`src/rtl/image_stream_pkg.sv`:
```
// Shared constants and state type for the image streamer.
package image_stream_pkg;

    localparam int unsigned PIX_W        = 8;
    localparam int unsigned WORD_W       = 128;
    localparam int unsigned PIX_PER_WORD = 16;
    localparam int unsigned IDX_W        = 4;
    localparam int unsigned ADDR_W_DEF   = 13;
    localparam int unsigned CSUM_W       = 16;

    typedef enum logic [2:0] {
        ST_IDLE  = 3'd0,
        ST_FETCH = 3'd1,
        ST_WAIT  = 3'd2,
        ST_SHIFT = 3'd3,
        ST_DONE  = 3'd4
    } stream_state_e;

endpackage

```
`src/rtl/pixel_unpacker.sv`:
```
// pixel_unpacker: holds one captured memory word and presents its bytes
// low byte first, advancing one byte per accepted pixel.
module pixel_unpacker
    import image_stream_pkg::*;
(
    input  logic              clk,
    input  logic              rst_n,
    input  logic              capture_i,
    input  logic [WORD_W-1:0] word_i,
    input  logic              final_i,
    input  logic              advance_i,
    output logic [PIX_W-1:0]  pix_data_o,
    output logic              pix_last_o,
    output logic              last_byte_o
);

    logic [WORD_W-1:0] word_q, word_d;
    logic [IDX_W-1:0]  idx_q, idx_d;
    logic [PIX_W-1:0]  pix_q, pix_d;
    logic              fw_q, fw_d;
    logic              lastb_q, lastb_d;
    logic              plast_q, plast_d;

    // Next word/index; the presented byte is pre-selected so pix_data is a flop.
    always_comb begin
        word_d = word_q;
        idx_d  = idx_q;
        fw_d   = fw_q;
        if (capture_i) begin
            word_d = word_i;
            idx_d  = '0;
            fw_d   = final_i;
        end else if (advance_i) begin
            idx_d = idx_q + IDX_W'(1);
        end
        pix_d   = word_d[{idx_d, 3'b000} +: PIX_W];
        lastb_d = (idx_d == IDX_W'(PIX_PER_WORD - 1));
        plast_d = lastb_d && fw_d;
    end

    // Capture register and byte index.
    always_ff @(posedge clk or negedge rst_n) begin
        if (!rst_n) begin
            word_q  <= '0;
            idx_q   <= '0;
            pix_q   <= '0;
            fw_q    <= 1'b0;
            lastb_q <= 1'b0;
            plast_q <= 1'b0;
        end else begin
            word_q  <= word_d;
            idx_q   <= idx_d;
            pix_q   <= pix_d;
            fw_q    <= fw_d;
            lastb_q <= lastb_d;
            plast_q <= plast_d;
        end
    end

    assign pix_data_o  = pix_q;
    assign pix_last_o  = plast_q;
    assign last_byte_o = lastb_q;

endmodule

```
`src/rtl/image_streamer.sv`:
```
// image_streamer: reads word_count 128-bit words from the image memory and
// streams them out as bytes over a valid/ready pixel interface.
// Optional build macro STREAMER_CHECKSUM_EN adds a 16-bit pixel checksum output.
module image_streamer
    import image_stream_pkg::*;
#(
    parameter int unsigned RD_LAT = 2,
    parameter int unsigned ADDR_W = ADDR_W_DEF
) (
    input  logic              clk,
    input  logic              reset,
    input  logic              start,
    input  logic [ADDR_W-1:0] base_addr,
    input  logic [ADDR_W:0]   word_count,
    output logic [ADDR_W-1:0] mem_addr,
    output logic              mem_rd_en,
    input  logic [WORD_W-1:0] mem_rdata,
    output logic [PIX_W-1:0]  pix_data,
    output logic              pix_valid,
    input  logic              pix_ready,
    output logic              pix_last,
    output logic              busy,
    output logic              done
`ifdef STREAMER_CHECKSUM_EN
    ,
    output logic [CSUM_W-1:0] checksum
`endif
);

    localparam int unsigned CNT_W = ADDR_W + 1;
    localparam int unsigned LAT_W = 3;

    stream_state_e     state_q, state_d;
    logic [ADDR_W-1:0] addr_q, addr_d;
    logic [CNT_W-1:0]  remain_q, remain_d;
    logic [LAT_W-1:0]  lat_q, lat_d;
    logic [ADDR_W-1:0] mem_addr_q, mem_addr_d;
    logic              mem_rd_en_q, mem_rd_en_d;
    logic              pix_valid_q, pix_valid_d;
    logic              busy_q, busy_d;
    logic              done_q, done_d;

    logic start_acc;
    logic lat_done;
    logic capture;
    logic handshake;
    logic last_byte;
    logic final_word;

    assign start_acc  = (state_q == ST_IDLE) && start;
    assign lat_done   = (lat_q == LAT_W'(RD_LAT - 1));
    assign capture    = (state_q == ST_WAIT) && lat_done;
    assign handshake  = pix_valid_q && pix_ready;
    assign final_word = (remain_q == '0);

    // State register.
    always_ff @(posedge clk or negedge reset) begin
        if (!reset) state_q <= ST_IDLE;
        else        state_q <= state_d;
    end

    // Next-state logic.
    always_comb begin
        state_d = state_q;
        case (state_q)
            ST_IDLE:  if (start) state_d = (word_count == '0) ? ST_DONE : ST_FETCH;
            ST_FETCH: state_d = ST_WAIT;
            ST_WAIT:  if (lat_done) state_d = ST_SHIFT;
            ST_SHIFT: if (handshake && last_byte) state_d = final_word ? ST_DONE : ST_FETCH;
            ST_DONE:  state_d = ST_IDLE;
            default:  state_d = ST_IDLE;
        endcase
    end

    // Datapath and registered-output next values; addr/remain advance as each fetch issues.
    always_comb begin
        addr_d     = addr_q;
        remain_d   = remain_q;
        lat_d      = lat_q;
        mem_addr_d = mem_addr_q;
        if (start_acc) begin
            addr_d   = base_addr;
            remain_d = word_count;
        end
        if (state_q == ST_FETCH) begin
            addr_d   = addr_q + ADDR_W'(1);
            remain_d = remain_q - CNT_W'(1);
            lat_d    = '0;
        end
        if (state_q == ST_WAIT) lat_d = lat_q + LAT_W'(1);
        if (state_d == ST_FETCH) mem_addr_d = addr_d;
        mem_rd_en_d = (state_d == ST_FETCH);
        pix_valid_d = (state_d == ST_SHIFT);
        busy_d      = (state_d != ST_IDLE);
        done_d      = (state_d == ST_DONE);
    end

    // Datapath and output registers.
    always_ff @(posedge clk or negedge reset) begin
        if (!reset) begin
            addr_q      <= '0;
            remain_q    <= '0;
            lat_q       <= '0;
            mem_addr_q  <= '0;
            mem_rd_en_q <= 1'b0;
            pix_valid_q <= 1'b0;
            busy_q      <= 1'b0;
            done_q      <= 1'b0;
        end else begin
            addr_q      <= addr_d;
            remain_q    <= remain_d;
            lat_q       <= lat_d;
            mem_addr_q  <= mem_addr_d;
            mem_rd_en_q <= mem_rd_en_d;
            pix_valid_q <= pix_valid_d;
            busy_q      <= busy_d;
            done_q      <= done_d;
        end
    end

    pixel_unpacker u_unpacker (
        .clk         (clk),
        .rst_n       (reset),
        .capture_i   (capture),
        .word_i      (mem_rdata),
        .final_i     (final_word),
        .advance_i   (handshake),
        .pix_data_o  (pix_data),
        .pix_last_o  (pix_last),
        .last_byte_o (last_byte)
    );

`ifdef STREAMER_CHECKSUM_EN
    logic [CSUM_W-1:0] csum_q, csum_d;

    // Running pixel sum: cleared on an accepted start, accumulated per handshake.
    always_comb begin
        csum_d = csum_q;
        if (start_acc)      csum_d = '0;
        else if (handshake) csum_d = csum_q + CSUM_W'(pix_data);
    end

    // Checksum register.
    always_ff @(posedge clk or negedge reset) begin
        if (!reset) csum_q <= '0;
        else        csum_q <= csum_d;
    end

    assign checksum = csum_q;
`endif

    assign mem_addr  = mem_addr_q;
    assign mem_rd_en = mem_rd_en_q;
    assign pix_valid = pix_valid_q;
    assign busy      = busy_q;
    assign done      = done_q;

endmodule

```
`config.mk`:
```
export PLATFORM = sky130hd
export DESIGN_NAME = image_streamer
export DESIGN_NICKNAME = d
export VERILOG_FILES = /design/src/rtl/image_stream_pkg.sv /design/src/rtl/pixel_unpacker.sv /design/src/rtl/image_streamer.sv
export SDC_FILE = /design/constraint.sdc
export NUM_CORES = 1
export LEC_CHECK = 0
export ABC_AREA = 1
export CELL_PAD_IN_SITES_DETAIL_PLACEMENT = 0
export CELL_PAD_IN_SITES_GLOBAL_PLACEMENT = 1
export CORE_UTILIZATION = 41
export CTS_CLUSTER_DIAMETER = 150
export DETAILED_ROUTE_END_ITERATION = 10
export GPL_ROUTABILITY_DRIVEN = 0
export PLACE_DENSITY = 0.87
export SETUP_SLACK_MARGIN = 0.5
export SYNTH_ARGS = -nofsm -noshare
export SYNTH_HDL_FRONTEND = slang
export SYNTH_SLANG_ARGS = --single-unit
```
`constraint.sdc`:
```
create_clock -name clk -period 4.3 [get_ports clk]
set_input_delay 0.43 -clock clk [delete_from_list [all_inputs] [get_ports clk]]
set_output_delay 0.43 -clock clk [all_outputs]
set_load 0.01 [all_outputs]
```
== After elaboration in Yosys (flattened, before gate mapping) ==
Index checks and enable logic that the tools add are counted.
Operators by class
  add/subtract/negate cells: 4
  equal/unequal tests: 8
  shift-type cells: 1
  mux-type cells: 16
  reductions and logical operators: 11
Operators with widths (count)
  $mux W128: 1
  $shiftx A128 B8 Y8: 1
  $logic_not A14 Y1: 2
  $mux W14: 2
  $mux W13: 2
  $mux W3: 7
  $sub A14 B1 Y14 const B: 1
  $add A13 B1 Y13 const B: 1
  $pmux W3 S4: 1
  $eq A3 B1 Y1 const B: 3
  $eq A3 B2 Y1 const B: 3
  $mux W4: 2
  $logic_and A1 B1 Y1: 5
  $add A4 B1 Y4 const B: 1
  $eq A4 B4 Y1 const B: 1
  $reduce_bool A2 Y1: 2
  $add A3 B1 Y3 const B: 1
  $eq A3 B3 Y1 const B: 1
  $logic_not A3 Y1: 1
  $reduce_bool A3 Y1: 1
  $mux W1: 1
Word-level totals
  register bits: 193
  logic and storage cells: 55

== Logic depth before layout (Yosys ltp) ==
Gate-level depths: netlist (run 1).
  depth in word-level cells: 5
  gate-level depth with buffers: 15

== Modules after synthesis ==
Synthesis (run 1) repeated with hierarchy kept, for this count alone.
Unflattened totals
  cells, all modules: 1358
  area, all modules: 10080.9 um^2
By module, submodules not included
  pixel_unpacker: times used 1, cells each 987, area an instance 7243.2 um^2
  image_streamer: times used 1, cells each 371, area an instance 2837.7 um^2

== Least setup slack after synthesis (run 1) ==
OpenSTA, ideal clock, no wires.
  kind: register to register
  from: register lat_q[1]
  to: register u_unpacker.pix_q[5] (netlist: u_unpacker.pix_data_o[5])
  arrival time: 1.715 ns
  data required time: 4.184 ns
  slack: 2.468 ns
  stages on the path, launching flop included: 16
  period minus slack after synthesis: 1.832 ns
  cells stage by stage: dfrtp_1 > inv_1 > ha_1 > inv_1 > nor2_4 > nand3_2 > buf_4 > buf_2 > nand2_1 > nand3_1 > nand3_1 > nand2_1 > nand2_1 > nand2_1 > nand2_1 > nand2_1
On the way
  cells in the longest elaborated chain, start to end: 4
  elaborated cells between the ends (all ways): 5
  classes of those cells: 1 x eq/ne; 1 x shift; 2 x mux; 1 x reduce/logical
Ends and longest elaborated chain
  start, declared: line image_streamer.sv:36  | logic [LAT_W-1:0] lat_q, lat_d;
  start signal, assigned: line image_streamer.sv:112  | lat_q <= lat_d;
  $eq A3 B1 Y1 (*): line image_streamer.sv:51  | assign lat_done = (lat_q == LAT_W'(RD_LAT - 1));
  $logic_and A1 B1 Y1 (*): line image_streamer.sv:52  | assign capture = (state_q == ST_WAIT) && lat_done;
  $mux W128 or $mux W4 (tied branches): line pixel_unpacker.sv:29  | if (capture_i) begin
  $shiftx A128 B8 Y8 (*): line pixel_unpacker.sv:36  | pix_d = word_d[{idx_d, 3'b000} +: PIX_W];
  via u_unpacker.pix_d[5]: line pixel_unpacker.sv:19  | logic [PIX_W-1:0] pix_q, pix_d;
  end signal, assigned: line pixel_unpacker.sv:53  | pix_q <= pix_d;
  end, declared: line pixel_unpacker.sv:19
The timed path passes the listed nets; every way through them passes the cells marked *.
A chain may end at the register's enable or synchronous reset.

== Worst setup path after layout (run 1) ==
  from: register lat_q[0]
  to: register u_unpacker.pix_q[4] (netlist: u_unpacker.pix_data_o[4])
On the way
  cells in the longest elaborated chain, start to end: 4
  elaborated cells between the ends (all ways): 5
  classes of those cells: 1 x eq/ne; 1 x shift; 2 x mux; 1 x reduce/logical
Ends and longest elaborated chain
  $eq A3 B1 Y1: line image_streamer.sv:51
  $logic_and A1 B1 Y1: line image_streamer.sv:52
  $mux W4: line pixel_unpacker.sv:29
  via u_unpacker.idx_d[3]: line pixel_unpacker.sv:18  | logic [IDX_W-1:0] idx_q, idx_d;
  $shiftx A128 B8 Y8: line pixel_unpacker.sv:36
  via u_unpacker.pix_d[4]: line pixel_unpacker.sv:19
The timed path passes the listed nets, and every way through them passes these cells.

==> results of run 1 <==
-- Yosys cell counts --
library cell	count
ha_1	5
xnor2_1	2
inv_2	5
a22oi_1	6
a21boi_0	1
nor3_2	1
nand4_1	6
nor2_2	2
o21ai_0	29
inv_1	43
a21oi_1	9
nor2_1	31
o211ai_1	7
nor3_1	9
buf_1	1
o22ai_1	4
nand3_1	258
o311ai_0	1
nor4_1	4
o21a_1	1
o31ai_1	1
buf_2	41
nor2_4	2
nand3_2	3
clkbuf_1	11
nand2_2	2
buf_4	6
o221ai_1	2
dfrtp_1	193
xor2_1	5
nand2_1	530
clkinv_1	1
or2_2	1
-- layout make-up --
| type | count | area, µm² |
|---|---|---|
| clock inverters | 11 | 155 |
| clock buffers | 20 | 447 |
| flip-flops and latches | 193 | 4830 |
| inverters | 49 | 184 |
| multi-input cells | 922 | 4100 |
| repair buffers | 196 | 1950 |
| well taps | 285 | 357 |
| fillers | 2169 | 10500 |
-- routing by layer --
layer | global-route usage, % | share of wire (%) | vias up
li1 | - | - | 4295
met1 | 33.3 | 47 | 4075
met2 | 36.6 | 45 | 270
met3 | 5.05 | 5.8 | 37
met4 | 7.90 | 2.0 | 2
met5 | 0 | 0.047 | -
-- state kept, by name, indices dropped and copies added (netlist names), 3 cells and up --
name and count:
addr_q 13, lat_q 3, mem_addr 13, remain_q 14
state_q 3, u_unpacker.idx_q 4, u_unpacker.pix_data_o 8, u_unpacker.word_q 128
-- placed cells by master, fill, tap and decap left out, drive strengths merged --
cell | Yosys | final
nand2 | 532 | 532
nand3 | 261 | 261
dfrtp | 193 | 193
clkdlybuf4s50 | 0 | 183
inv | 48 | 51
nor2 | 35 | 35
o21ai | 29 | 29
clkbuf | 11 | 21
buf | 48 | 12
nor3 | 10 | 10
a21oi | 9 | 9
o211ai | 7 | 7
nand4 | 6 | 6
a22oi | 6 | 6
xor2 | 5 | 5
ha | 5 | 5
clkinv | 1 | 5
nor4 | 4 | 4
o22ai | 4 | 4
bufinv | 0 | 3
xnor2 | 2 | 2
o221ai | 2 | 2
o21a | 1 | 1
a21boi | 1 | 1
o31ai | 1 | 1
o311ai | 1 | 1
or2 | 1 | 1
clkinvlp | 0 | 1
-- how the worst max path moves through the flow --
| stage | startpoint | end | slack (ns) | cells after the start |
|---|---|---|---|---|
| floorplan | lat_q[1] | u_unpacker.pix_data_o[5] | 2.47 | 15 |
| global placement | pix_ready | u_unpacker.pix_data_o[1] | 1.34 | 11 |
| detailed placement | pix_ready | u_unpacker.pix_data_o[5] | 1.28 | 11 |
| CTS | lat_q[0] | u_unpacker.pix_data_o[4] | 1.52 | 9 |
| global route | state_q[1] | mem_addr[4] | 1.31 | 8 |
| finish | lat_q[0] | u_unpacker.pix_data_o[4] | 1.56 | 9 |
-- power by group through the flow --
stage / registers [mW] / logic (mW) / clock network, mW
finish: 3.04 / 4.64 / 1.64
global route: 3.13 / 5.25 / 1.75
CTS: 3.04 / 4.66 / 1.67
detailed placement: 3.06 / 4.63 / 0
global placement: 3.05 / 4.55 / 0
floorplan: 3.02 / 3.26 / 0
-- cell families (layout without fill, tap and decap cells) --
| family | after synthesis | in the layout | synth area share (%) |
|---|---|---|---|
| and+or+nand+nor | 849 | 849 | 38.3 |
| DFF | 193 | 193 | 51.4 |
| buffers and inverters | 108 | 276 | 5.10 |
| AOI/OAI and AO/OA | 61 | 61 | 3.85 |
| xor gates and xnor gates | 7 | 7 | 0.653 |
| adders and majority gates | 5 | 5 | 0.666 |
-- stage by stage --
| stage | setup WS (ns) | util, % | cells |
|---|---|---|---|
| 3_5_place_dp | 1.28 | 50.6 | 1645 |
| 6_report | 1.56 | 53.3 | 1676 |
| 2_1_floorplan | 2.47 | - | 1223 |
| 5_1_grt | 1.31 | 53.3 | 1676 |
| 4_1_cts | 1.52 | 53.3 | 1676 |
| 3_3_place_gp | 1.34 | 50.6 | 1645 |
==> results.ini, run 1 <==
[sta]
rsz0062_at_grt=no
hold_slack_ns=0.106
fin_tns_setup_ns=0
finClkSkew_ns=0.0143
fmax_ghz=0.366
final_hold_viol_count=0
finalSetupViolations=0
maxSlewViolCount=0
finalCritPeriodShare_pct=63.6
worst_pin_slew_ns=0.900
relSlewSlack_pct=40.0
fin_crit_ns=2.74

[pwr]
clockPowerShare_pct=17.6
netSwitchingFraction_pct=43.7
power.total_mw=9.32
power_leakage_nw=5.93
powerDensity_mw_per_mm2=775
p_seq_share_pct=32.6
irDropWorstVdd_uv=468
power_frac_comb_pct=49.8
p_int_mw=5.25
p_switching_mw=4.07

[cells_and_area]
area_growth_pct=28.0
nNetsFinal=1543
finalInstanceArea_mm2=0.0120
diodes=0
drive_above_1_share_pct=4.24

[detailed_routing]
drtPass1Iterations=5
detail_route.wl_per_cell_um=16.4
wirelength_mm=27.4
drt_iter0_markers=544
drc_errors=0
num_vias=8679
ant_nets=0
viasPerCell=5.18

[setup_path]
reg2regPathDepth=9
crit_type=reg -> reg
cpPeakStageDelay_ns=0.63
crit_top_cell=nand2_1
cp_top_family=buffers and inverters
critPathSlowestCell=buf_4
cp-start-kind=flop
cp.arrival_ns=3.11
path_max_fanout=77
worstReg2RegStart=lat_q[0]
worstPathRequired_ns=4.67
crit_chain=ha_1 > inv_1 > nor2_4 > nand3_4 > buf_4 > nand3_1 > inv_2 > nand2_1 > nand2_1
critPathCaptureType=flop
timing.rr.end=u_unpacker.pix_data_o[4]
r2r_setup_slack_ns=1.56
worst-path-buf-inv=3

[synthesis]
yosysSeqAreaShare_pct=51.4
synth_cell_types=33
synth_fp_nets=1387
netlist_area_mm2=0.00939
ys_seq_elements=193
synth_top_cell_by_area=dfrtp_1
synth.area.top_cells=dfrtp_1 (51%), nand2_1 (21%), nand3_1 (14%)
ys_warn_count=0
synthesis.instances=1223
yosys.area.top_type_share_pct=51.4
syn_avg_cell_area_um2=7.68

[grt]
grt_pass1_vias=8496
grt_usage_pct=23.8
grt_pass1_wl_mm=44.0
antenna_found_initial=1
grt_remaining_overflow=0
grt_max_degree=110

[job]
drv_cap=0

[floorplan]
start_util_pct=41.6
coreArea_mm2=0.0226
die_w_um=153
fp-row-count=55
ioPinCount=185
die_h_um=153
die_area_mm2=0.0235

[clocking]
cts-htree-levels=4
cts_hold_buf=0
clock-root-buffer=clkbuf_16
cts.clk_slew.worst_paths_ns=0.08
cts_tree=built
worstSkewPairLatency_ns=0.44
cts_setup_buffers=0
cts.sinks=193
post_cts_resized=0
cts_buffers=17
cts_max_path_buffers=2

[worst_hold_path]
worstHoldPathType=in -> async

[place]
numPortBuffers=184
placed_area_mm2=0.0114
dpl.hpwl_mm=18.9

[outcome]
status=finished, final reports clean

No activity file was read; power rests on OpenSTA's default activity.
==> run 2: changes to the inputs <==
--- a/config.mk
+++ b/config.mk
@@ -8,11 +8,11 @@
 export ABC_AREA = 1
 export CELL_PAD_IN_SITES_DETAIL_PLACEMENT = 0
 export CELL_PAD_IN_SITES_GLOBAL_PLACEMENT = 1
-export CORE_UTILIZATION = 41
+export CORE_UTILIZATION = 38
 export CTS_CLUSTER_DIAMETER = 150
 export DETAILED_ROUTE_END_ITERATION = 10
 export GPL_ROUTABILITY_DRIVEN = 0
-export PLACE_DENSITY = 0.87
+export PLACE_DENSITY = 0.82
 export SETUP_SLACK_MARGIN = 0.5
 export SYNTH_ARGS = -nofsm -noshare
 export SYNTH_HDL_FRONTEND = slang
==> constraint.sdc (replaced) <==
create_clock -name clk -period 2.7 [get_ports clk]
set_input_delay 0.27 -clock clk [delete_from_list [all_inputs] [get_ports clk]]
set_output_delay 0.27 -clock clk [all_outputs]
set_load 0.01 [all_outputs]
==> results.ini, run 2 (synthesis results as in run 1) <==
[cells_and_area]
final_cells=1746  ; +4.2%
largest_register_ffs=128  ; unchanged
reg_top3=u_unpacker.word_q x128, remain_q x14
nFillCells=2364  ; +9.0%
diodes=0  ; unchanged
area_growth_pct=34.5
final_cell_mix=nand2_1 (527), nand3_1 (253), dfrtp_1 (193)
drive_above_1_share_pct=7.10  ; +2.9 points
postLayoutCoreUtil_pct=52.1  ; -1.2 points
finalInstanceArea_mm2=0.0126  ; +5.1%
nNetsFinal=1573  ; +1.9%
top_register=u_unpacker.word_q
final_common_cell=nand2_1

[job]
drv_cap=0  ; unchanged

[sta]
rsz0062_at_grt=yes
relSlewSlack_pct=50.6  ; +11 points
worst_pin_slew_ns=0.740  ; -0.159 ns
fin_crit_ns=2.11  ; -0.629 ns
finalCritPeriodShare_pct=78.0  ; +14 points
finalSetupViolations=0  ; unchanged
final_hold_viol_count=0  ; unchanged
maxSlewViolCount=0  ; unchanged
hold_slack_ns=0.389  ; +0.283 ns
setup_slack_ns=0.594  ; -0.971 ns
finClkSkew_ns=0.0176  ; +0.00328 ns
fmax_ghz=0.475  ; +30%
fin_tns_setup_ns=0  ; unchanged

[worst_hold_path]
hold_end=u_unpacker.word_q[48]
hold_depth=3
worstHoldPathType=in -> reg
worstHoldStart=mem_rdata[48]

[detailed_routing]
num_vias=8796  ; +1.3%
ant_nets=0  ; unchanged
viasPerCell=5.04  ; -2.7%
detail_route.wl_per_cell_um=16.7  ; +2.3%
wirelength_mm=29.2  ; +6.5%
drc_errors=0  ; unchanged
drtPass1Iterations=5  ; unchanged
drt_iter0_markers=519  ; -4.6%

[place]
dpl.hpwl_mm=19.6  ; +3.7%
placed_area_mm2=0.0117  ; +2.2%
dp_cells=1696  ; +3.1%
pre_cts_ws_ns=0.384  ; -0.898 ns
numPortBuffers=184  ; unchanged

[pwr]
power_leakage_nw=6.20  ; +4.6%
power.total_mw=15.8  ; +70%
irDropWorstVdd_uv=753  ; +61%
powerDensity_mw_per_mm2=1250  ; +62%

[setup_path]
critPathCaptureType=flop
reg2regPathDepth=13  ; +4
worstPathRequired_ns=3.03  ; -1.64 ns
cp-start-kind=flop
crit_type=reg -> reg
crit_top_cell=nand3_1
r2r_setup_slack_ns=0.59  ; -0.97 ns
worstReg2RegStart=lat_q[1]
cp.arrival_ns=2.43  ; -0.68 ns
path_max_fanout=32  ; -58%
crit_chain=inv_2 > ha_2 > inv_1 > nor2_4 > nand3_4 > buf_4 > nand2_8 > buf_16 > nand3_1 > nand3_1 > nand3_1 > nand3_1 > nand2_1
timing.rr.end=u_unpacker.pix_data_o[0]
critPathSlowestCell=dfrtp_1
cpPeakStageDelay_ns=0.39  ; -0.24 ns

[clocking]
cts.sinks=193  ; unchanged
clock-root-buffer=clkbuf_16
cts_buffers=17  ; unchanged
cts_max_path_buffers=2  ; unchanged
cts-htree-levels=4  ; unchanged
cts_tree=built
worstSkewPairLatency_ns=0.44  ; about the same
cts.clk_slew.worst_paths_ns=0.08  ; about the same

[floorplan]
coreArea_mm2=0.0242  ; +7.4%
die_area_mm2=0.0254  ; +7.8%
start_util_pct=38.7  ; -2.9 points
die_h_um=159  ; +3.8%
die_w_um=159  ; +3.8%
fp-row-count=57  ; +3.6%
ioPinCount=185  ; unchanged

[grt]
antenna_found_initial=0  ; -1
grt_remaining_overflow=0  ; unchanged
grt_pass1_wl_mm=45.4  ; +3.2%
grt_max_degree=82  ; -25%
grt_usage_pct=22.7  ; -1.0 points
grt_pass1_vias=8546  ; +0.59%

[outcome]
status=finished, final reports clean

[run 2: critical path: cells and delay by family, from the launching register on]
family | cells | cell delay [ns]
fa+ha+maj | 1 | 0.17
buf+inv | 4 | 0.51
flops | 1 | 0.39
simple gates | 8 | 0.92
[run 2: how the worst max path moves through the flow]
stage / startpoint / endpoint
floorplan: lat_q[1] / u_unpacker.pix_data_o[5]
global placement: pix_ready / u_unpacker.pix_data_o[0]
detailed placement: pix_ready / u_unpacker.pix_data_o[0]
CTS: lat_q[1] / u_unpacker.pix_data_o[4]
global route: lat_q[1] / u_unpacker.pix_data_o[0]
finish: lat_q[1] / u_unpacker.pix_data_o[0]
[run 2: power breakdown]
| part | leakage (nW) | internal (mW) | total, mW | switching (mW) |
|---|---|---|---|---|
| combinational | 3.53 | 3.21 | 8.39 | 5.18 |
| sequential | 2.38 | 4.28 | 4.84 | 0.560 |
| clock | 0.288 | 1.40 | 2.62 | 1.22 |
[run 2: final cells by class]
| class | instances | area, µm² | share of cell area (%) |
|---|---|---|---|
| flip-flops and latches | 193 | 4830 | 38.2 |
| multi-input cells | 922 | 4150 | 32.9 |
| repair buffers | 226 | 2460 | 19.5 |
| clock buffers | 17 | 425 | 3.37 |
| well taps | 324 | 405 | 3.21 |
| inverters | 49 | 186 | 1.48 |
| clock inverters | 15 | 173 | 1.37 |
[run 2: repair_timing]
item                                   CTS  global route
endpoints found under the hold margin   78             0
pin swaps                                0             4
setup endpoints to repair                3            18
gates cloned                             0             7
buffers inserted                         0            10
resized for setup                        1            17
hold buffers                             1             0
[run 2: per-layer routing]
| metal | up-vias | track usage, % | share of wire (%) |
|---|---|---|---|
| met5 | - | 0 | 0 |
| li1 | 4367 | - | - |
| met2 | 249 | 36.8 | 47 |
| met4 | 0 | 6.03 | 1.2 |
| met3 | 24 | 4.48 | 6.0 |
| met1 | 4156 | 31.2 | 46 |
